**src/rtl/stage_fetch.sv**
```systemverilog
// rtl/stage_fetch.sv - instruction fetch stage with in-order fetch queue and IF/DE register
//
// Purpose: owns the PC, issues word fetches to instruction memory (variable
// latency, in-order responses), buffers up to FIFO_DEPTH fetches and feeds the
// IF/DE pipeline register. Handles stall/clear from the hazard unit and PC
// redirect from execute; responses for a squashed path are discarded.
//
// Ports:
//   clk, rst_n                 clock (rising edge), synchronous active-low reset
//   de_stall, de_clear         hold / bubble the IF/DE register
//   ex_pc_src, ex_pc_target    redirect request and target from execute
//   imem_req, imem_addr        fetch request and word-aligned address
//   imem_ready                 memory accepts the request this cycle
//   imem_rvalid, imem_rdata    in-order fetch response
//   de_instr, de_pc, de_pc_plus4  IF/DE register outputs
//   fetch_empty                queue head not ready to hand to decode
module stage_fetch #(
  parameter logic [31:0] RESET_PC   = 32'h0000_0000,
  parameter int          FIFO_DEPTH = 2,
  parameter logic [31:0] NOP_INSTR  = 32'h0000_0000
) (
  input  logic        clk,
  input  logic        rst_n,
  input  logic        de_stall,
  input  logic        de_clear,
  input  logic        ex_pc_src,
  input  logic [31:0] ex_pc_target,
  output logic        imem_req,
  output logic [31:0] imem_addr,
  input  logic        imem_ready,
  input  logic        imem_rvalid,
  input  logic [31:0] imem_rdata,
  output logic [31:0] de_instr,
  output logic [31:0] de_pc,
  output logic [31:0] de_pc_plus4,
  output logic        fetch_empty
);

  localparam int PTR_W = (FIFO_DEPTH > 1) ? $clog2(FIFO_DEPTH) : 1;
  localparam int CNT_W = $clog2(FIFO_DEPTH) + 1;
  localparam logic [CNT_W-1:0] DEPTH_C = CNT_W'(FIFO_DEPTH);
  localparam logic [CNT_W-1:0] CNT_ONE = CNT_W'(1);
  localparam logic [PTR_W-1:0] PTR_ONE = PTR_W'(1);

  // State
  logic [31:0]      pc_q, pc_d;
  logic [PTR_W-1:0] head_q, head_d;
  logic [PTR_W-1:0] tail_q, tail_d;
  logic [PTR_W-1:0] fill_ptr_q, fill_ptr_d;    // oldest allocated-but-unfilled entry
  logic [CNT_W-1:0] count_q, count_d;          // allocated entries
  logic [CNT_W-1:0] unfilled_q, unfilled_d;    // allocated entries still awaiting data
  logic [CNT_W-1:0] outstanding_q, outstanding_d;
  logic [CNT_W-1:0] drop_cnt_q, drop_cnt_d;    // responses owed to a squashed path

  logic [31:0]           ent_pc_q    [FIFO_DEPTH];
  logic [31:0]           ent_pc_d    [FIFO_DEPTH];
  logic [31:0]           ent_instr_q [FIFO_DEPTH];
  logic [31:0]           ent_instr_d [FIFO_DEPTH];
  logic [FIFO_DEPTH-1:0] ent_filled_q, ent_filled_d;

  logic [31:0] de_instr_q, de_instr_d;
  logic [31:0] de_pc_q, de_pc_d;
  logic [31:0] de_pc_plus4_q, de_pc_plus4_d;

  // Handshake decode
  logic head_filled;
  logic accept;
  logic rsp;
  logic drop;
  logic fill;
  logic pop;

  // Low target bits are forced to zero, so they are intentionally ignored.
  logic unused_tgt_bits;
  assign unused_tgt_bits = ^ex_pc_target[1:0];

  assign head_filled = (count_q != '0) & ent_filled_q[head_q];
  assign fetch_empty = ~head_filled;

  assign imem_req  = rst_n & ~ex_pc_src & (count_q < DEPTH_C) & (outstanding_q < DEPTH_C);
  assign imem_addr = pc_q;
  assign accept    = imem_req & imem_ready;

  // A response with nothing outstanding is stale (e.g. from before reset).
  assign rsp  = imem_rvalid & (outstanding_q != '0);
  assign drop = rsp & (drop_cnt_q != '0);
  assign fill = rsp & (drop_cnt_q == '0) & (unfilled_q != '0);

  // Pop only from the final "load" branch of the IF/DE priority chain.
  assign pop = ~de_clear & ~de_stall & ~ex_pc_src & head_filled;

  assign de_instr    = de_instr_q;
  assign de_pc       = de_pc_q;
  assign de_pc_plus4 = de_pc_plus4_q;

  always_comb begin
    pc_d          = pc_q;
    head_d        = head_q;
    tail_d        = tail_q;
    fill_ptr_d    = fill_ptr_q;
    count_d       = count_q;
    unfilled_d    = unfilled_q;
    outstanding_d = outstanding_q;
    drop_cnt_d    = drop_cnt_q;
    ent_pc_d      = ent_pc_q;
    ent_instr_d   = ent_instr_q;
    ent_filled_d  = ent_filled_q;

    // Outstanding tracks the memory side only; a redirect does not cancel
    // requests already accepted, it just marks their responses for dropping.
    if (accept) outstanding_d = outstanding_d + CNT_ONE;
    if (rsp)    outstanding_d = outstanding_d - CNT_ONE;
    if (drop)   drop_cnt_d    = drop_cnt_d - CNT_ONE;

    if (fill) begin
      ent_instr_d[fill_ptr_q]  = imem_rdata;
      ent_filled_d[fill_ptr_q] = 1'b1;
    end

    if (ex_pc_src) begin
      // Every response still owed to the queue, including one filling this
      // cycle, now belongs to the wrong path.
      pc_d       = {ex_pc_target[31:2], 2'b00};
      head_d     = tail_q;
      fill_ptr_d = tail_q;
      count_d    = '0;
      unfilled_d = '0;
      drop_cnt_d = drop_cnt_d + unfilled_q;
      if (fill) drop_cnt_d = drop_cnt_d - CNT_ONE;
    end else begin
      if (accept) begin
        ent_pc_d[tail_q]     = pc_q;
        ent_filled_d[tail_q] = 1'b0;
        tail_d               = tail_q + PTR_ONE;
        pc_d                 = pc_q + 32'd4;
        count_d              = count_d + CNT_ONE;
        unfilled_d           = unfilled_d + CNT_ONE;
      end
      if (fill) begin
        fill_ptr_d = fill_ptr_q + PTR_ONE;
        unfilled_d = unfilled_d - CNT_ONE;
      end
      if (pop) begin
        head_d  = head_q + PTR_ONE;
        count_d = count_d - CNT_ONE;
      end
    end
  end

  always_comb begin
    de_instr_d    = NOP_INSTR;
    de_pc_d       = '0;
    de_pc_plus4_d = '0;
    if (de_clear) begin
      de_instr_d    = NOP_INSTR;
    end else if (de_stall) begin
      de_instr_d    = de_instr_q;
      de_pc_d       = de_pc_q;
      de_pc_plus4_d = de_pc_plus4_q;
    end else if (ex_pc_src) begin
      de_instr_d    = NOP_INSTR;
    end else if (head_filled) begin
      de_instr_d    = ent_instr_q[head_q];
      de_pc_d       = ent_pc_q[head_q];
      de_pc_plus4_d = ent_pc_q[head_q] + 32'd4;
    end
  end

  always_ff @(posedge clk) begin
    if (!rst_n) begin
      pc_q          <= RESET_PC;
      head_q        <= '0;
      tail_q        <= '0;
      fill_ptr_q    <= '0;
      count_q       <= '0;
      unfilled_q    <= '0;
      outstanding_q <= '0;
      drop_cnt_q    <= '0;
      ent_filled_q  <= '0;
      for (int i = 0; i < FIFO_DEPTH; i++) begin
        ent_pc_q[i]    <= '0;
        ent_instr_q[i] <= '0;
      end
      de_instr_q    <= NOP_INSTR;
      de_pc_q       <= '0;
      de_pc_plus4_q <= '0;
    end else begin
      pc_q          <= pc_d;
      head_q        <= head_d;
      tail_q        <= tail_d;
      fill_ptr_q    <= fill_ptr_d;
      count_q       <= count_d;
      unfilled_q    <= unfilled_d;
      outstanding_q <= outstanding_d;
      drop_cnt_q    <= drop_cnt_d;
      ent_filled_q  <= ent_filled_d;
      for (int i = 0; i < FIFO_DEPTH; i++) begin
        ent_pc_q[i]    <= ent_pc_d[i];
        ent_instr_q[i] <= ent_instr_d[i];
      end
      de_instr_q    <= de_instr_d;
      de_pc_q       <= de_pc_d;
      de_pc_plus4_q <= de_pc_plus4_d;
    end
  end

endmodule

```
**config.mk**
```make
export PLATFORM = sky130hd
export DESIGN_NAME = stage_fetch
export DESIGN_NICKNAME = d
export VERILOG_FILES = /design/src/rtl/stage_fetch.sv
export SDC_FILE = /design/constraint.sdc
export NUM_CORES = 1
export LEC_CHECK = 0
export ABC_AREA = 1
export BUFFER_PORTS_ARGS = -buffer_cell sky130_fd_sc_hd__buf_2
export CORE_MARGIN = 2
export CORE_UTILIZATION = 35
export CTS_BUF_LIST = sky130_fd_sc_hd__clkbuf_16
export DETAILED_ROUTE_END_ITERATION = 8
export GPL_ROUTABILITY_DRIVEN = 0
export MAX_ROUTING_LAYER = met4
export PLACE_DENSITY = 0.56
export SYNTH_ARGS = -nofsm -noshare
export SYNTH_HDL_FRONTEND = slang
export SYNTH_SLANG_ARGS = --single-unit
```
**constraint.sdc**
```tcl
create_clock -name clk -period 2.1 [get_ports clk]
set_clock_uncertainty 0.1 [all_clocks]
set_input_delay 0.42 -clock clk [delete_from_list [all_inputs] [get_ports clk]]
set_output_delay 0.42 -clock clk [all_outputs]
set_load 0.02 [all_outputs]
```
==> flow_summary_export.csv <==
group,metric,value,unit
cells_and_area,num-fill-cells,3536,
clock_network,cts_hold_buf,0,
placement,port_buffers,192,
cells_and_area,utilization,45.0,%
critical_path,worstPathMaxFanout,17,
power,pwr-share-comb,9.5,%
cells_and_area,seqCellArea,5190,µm²
power,switching_share,25.3,%
timing,rsz0062_at_grt,"yes",
route,drt-met1-wl,17.8,mm
global_route,antenna_found_initial,1,
power,ir_drop,0.591,mV
timing,setup_violations,0,
placement,placed_cells,2344,
critical_path,crit_slowest_cell,"dfxtp_4",
clock_network,clock_latency,540,ps
route,first_iter_violations,706,
floorplan,die_w,189,µm
clock_network,cts_num_sinks,259,
power,p_leak,6.43,nW
route,top_layer,"met4",
timing,fin_ws,63.5,ps
cells_and_area,area_growth_syn_to_layout,26.4,%
power,p_int,0.00842,W
critical_path,path_cells,"buf_12 > a21oi_4 > nand2_1 > buf_4",
power,p_total,0.0113,W
global_route,overflow,0,
timing,finalCritPeriodShare,97.0,%
critical_path,critPathArrivalTime,1520,ps
route,route.detailed.drc,0,
clock_network,clockBufferDepth,3,
logic_synthesis,yosysWarnings,0,
floorplan,pin_count,201,
clock_network,numCtsBuffers,29,
power,p_per_area,747,nW/µm²
critical_path,cp_slowest_stage_delay,400,ps
critical_path,start_kind,"flop",
global_route,grt_pass1_vias,10400,
placement,hpwl,24.7,mm
critical_path,r2r-start,"outstanding_q[0]",
route,routed_wl,35.9,mm
critical_path,crit_start,"head_q",
clock_network,cts_tree,"yes",
logic_synthesis,syn_avg_cell_area,7.00,µm²
floorplan,die_area,35600,µm²
job,maxCapViolations,0,
timing,min_period,2040,ps
logic_synthesis,ys_types,43,
floorplan,start_util,35.6,%
placement,place_area,13800,µm²
logic_synthesis,synth_top_area_share,43.4,%
power,clkPwrFrac,45.2,%
min_path,worstHoldStart,"ex_pc_target[4]",
route,avgViaCountPerCell,4.86,
run_status,run_status,"finished, final reports clean",
logic_synthesis,synth.area.top_cells,"dfxtp_1 (43%), nand2_1 (14%), a21oi_1 (9.6%)",
logic_synthesis,syn-cell-area,11900,µm²
min_path,hp-class,"in2reg",
cells_and_area,layout-drive-gt1-share,22.4,%
global_route,track_usage,19.9,%
timing,slew_violations,0,
critical_path,end_kind,"primary output",
logic_synthesis,synthCells,1707,
timing,max_freq,0.491,GHz
floorplan,die_y,189,µm
placement,pre_cts_ws,-14.3,ps
route,wl_met3,1.87,mm
route,wl_per_cell,14.9,µm
logic_synthesis,yosys.area.top_type,"dfxtp_1",
cells_and_area,instances_no_fill,2410,
route,dr.pass1.iters,5,
cells_and_area,multiInputGateArea,5750,µm²
route,vias,11700,
logic_synthesis,synth-seq-cells,259,
cells_and_area,mostFrequentLayoutCells,"nand2_1 (427), dfxtp_1 (254), a21oi_1 (225), buf_2 (191), inv_1 (150)",
power,switchingPower,0.00285,W
cells_and_area,nets,2016,
critical_path,worstSetupPathType,"reg2out",
route,wl_met2,15.6,mm
power,seqPwrFrac,45.2,%
timing,hold_violations,0,
clock_network,root_buffer,"clkbuf_16",
global_route,grt_first_pass_wirelength,56.3,mm
logic_synthesis,ys_seq_area_share,43.4,%
floorplan,num_rows,67,
floorplan,fp.coreArea,33500,µm²
cells_and_area,fin_area,15100,µm²
clock_network,htree_levels,1,
cells_and_area,mostFrequentLayoutCell,"nand2_1",
global_route,grt_max_degree,101,
route,ant_nets,0,
clock_network,clk_pin_slew,60,ps
critical_path,cp.required,1580,ps
[metal layers]
metal / up-vias / track usage [%]
met1: 5365 / 29.2
met3: 44 / 2.25
li1: 6011 / -
met4: 0 / 5.02
met2: 296 / 29.0
met5: - / -
[synth_stat cells (all sizes together)]
library cell and number:
a211oi 2, a21oi 229, a22o 1, a22oi 1
a31oi 19, a32oi 1, buf 49, clkbuf 63
clkinv 2, conb 1, dfxtp 259, ha 7
inv 157, nand2 454, nand3 98, nand3b 1
nand4 13, nor2 135, nor3 17, o211ai 21
o21a 1, o21ai 151, o221ai 1, or2 6
xnor2 4, xor2 14
[area by class of cell]
| cell class | instances | area share, % |
|---|---|---|
| multi-input combinational | 1183 | 38.1 |
| sequential | 259 | 34.4 |
| timing repair buffer | 306 | 13.4 |
| clock buffer | 29 | 4.81 |
| inverter | 159 | 4.04 |
| tap | 448 | 3.71 |
| clock inverter | 25 | 1.55 |
| antenna | 1 | 0.0166 |
[registers in the layout, indices dropped and copies added (netlist names)]
| name | count |
|---|---|
| ent_instr_q | 64 |
| ent_pc_q | 60 |
| unfilled_q | 2 |
| de_pc | 30 |
| fill_ptr_q | 1 |
| count_q | 2 |
| outstanding_q | 2 |
| ent_filled_q | 2 |
| de_instr | 32 |
| drop_cnt_q | 2 |
| head_q | 1 |
| de_pc_plus4 | 30 |
| tail_q | 1 |
| imem_addr | 30 |
[path summary, 6_finish.rpt]
check                          to  cells past startpoint  slack, ps
setup reg to reg    drop_cnt_q[1]                     14         70
hold reg to reg   ent_instr_q[56]                      2        350
hold / removal       imem_addr[4]                      3         40
setup / recovery      fetch_empty                      4         60
[power by group through the flow]
stage,clock network [W],registers [W],logic [W]
6_report,0.00510,0.00510,0.00108
5_1_grt,0.00546,0.00511,0.00119
4_1_cts,0.00523,0.00510,0.00104
3_5_place_dp,0,0.00521,0.00103
3_3_place_gp,0,0.00520,0.00102
2_1_floorplan,0,0.00524,0.000569
[critical path: cells and delay by family (launching register included)]
kind / cells / cell delay (ps)
buf+inv: 2 / 340
simple gates: 1 / 70
flops: 1 / 400
compound gates: 1 / 160
[logic make-up (layout without fill, tap and decap cells)]
logic type / count (synthesis) / after routing / synth area share, %
AOI/OAI and AO/OA: 427 / 427 / 18.8
xor gates and xnor gates: 18 / 18 / 1.32
adders and majority gates: 7 / 7 / 0.733
buffers and inverters: 271 / 519 / 10.1
DFF: 259 / 259 / 43.4
other: 1 / 7 / 0.0314
and+or+nand+nor: 724 / 725 / 25.6
[metrics by stage]
stage	setup TNS, ps	hold WS, ps
finish	0	43.8
global route	-162	32.7
CTS	0	22.0
detailed placement	-22.4	343
global placement	0	338
floorplan	0	329
[repair_timing]
action,4_1_cts,5_1_grt
pin swaps,0,10
gates resized for setup,5,60
gates cloned,0,3
buffers inserted,0,8
endpoints found under the setup margin,6,26
Power figures use the tool's default switching activity.
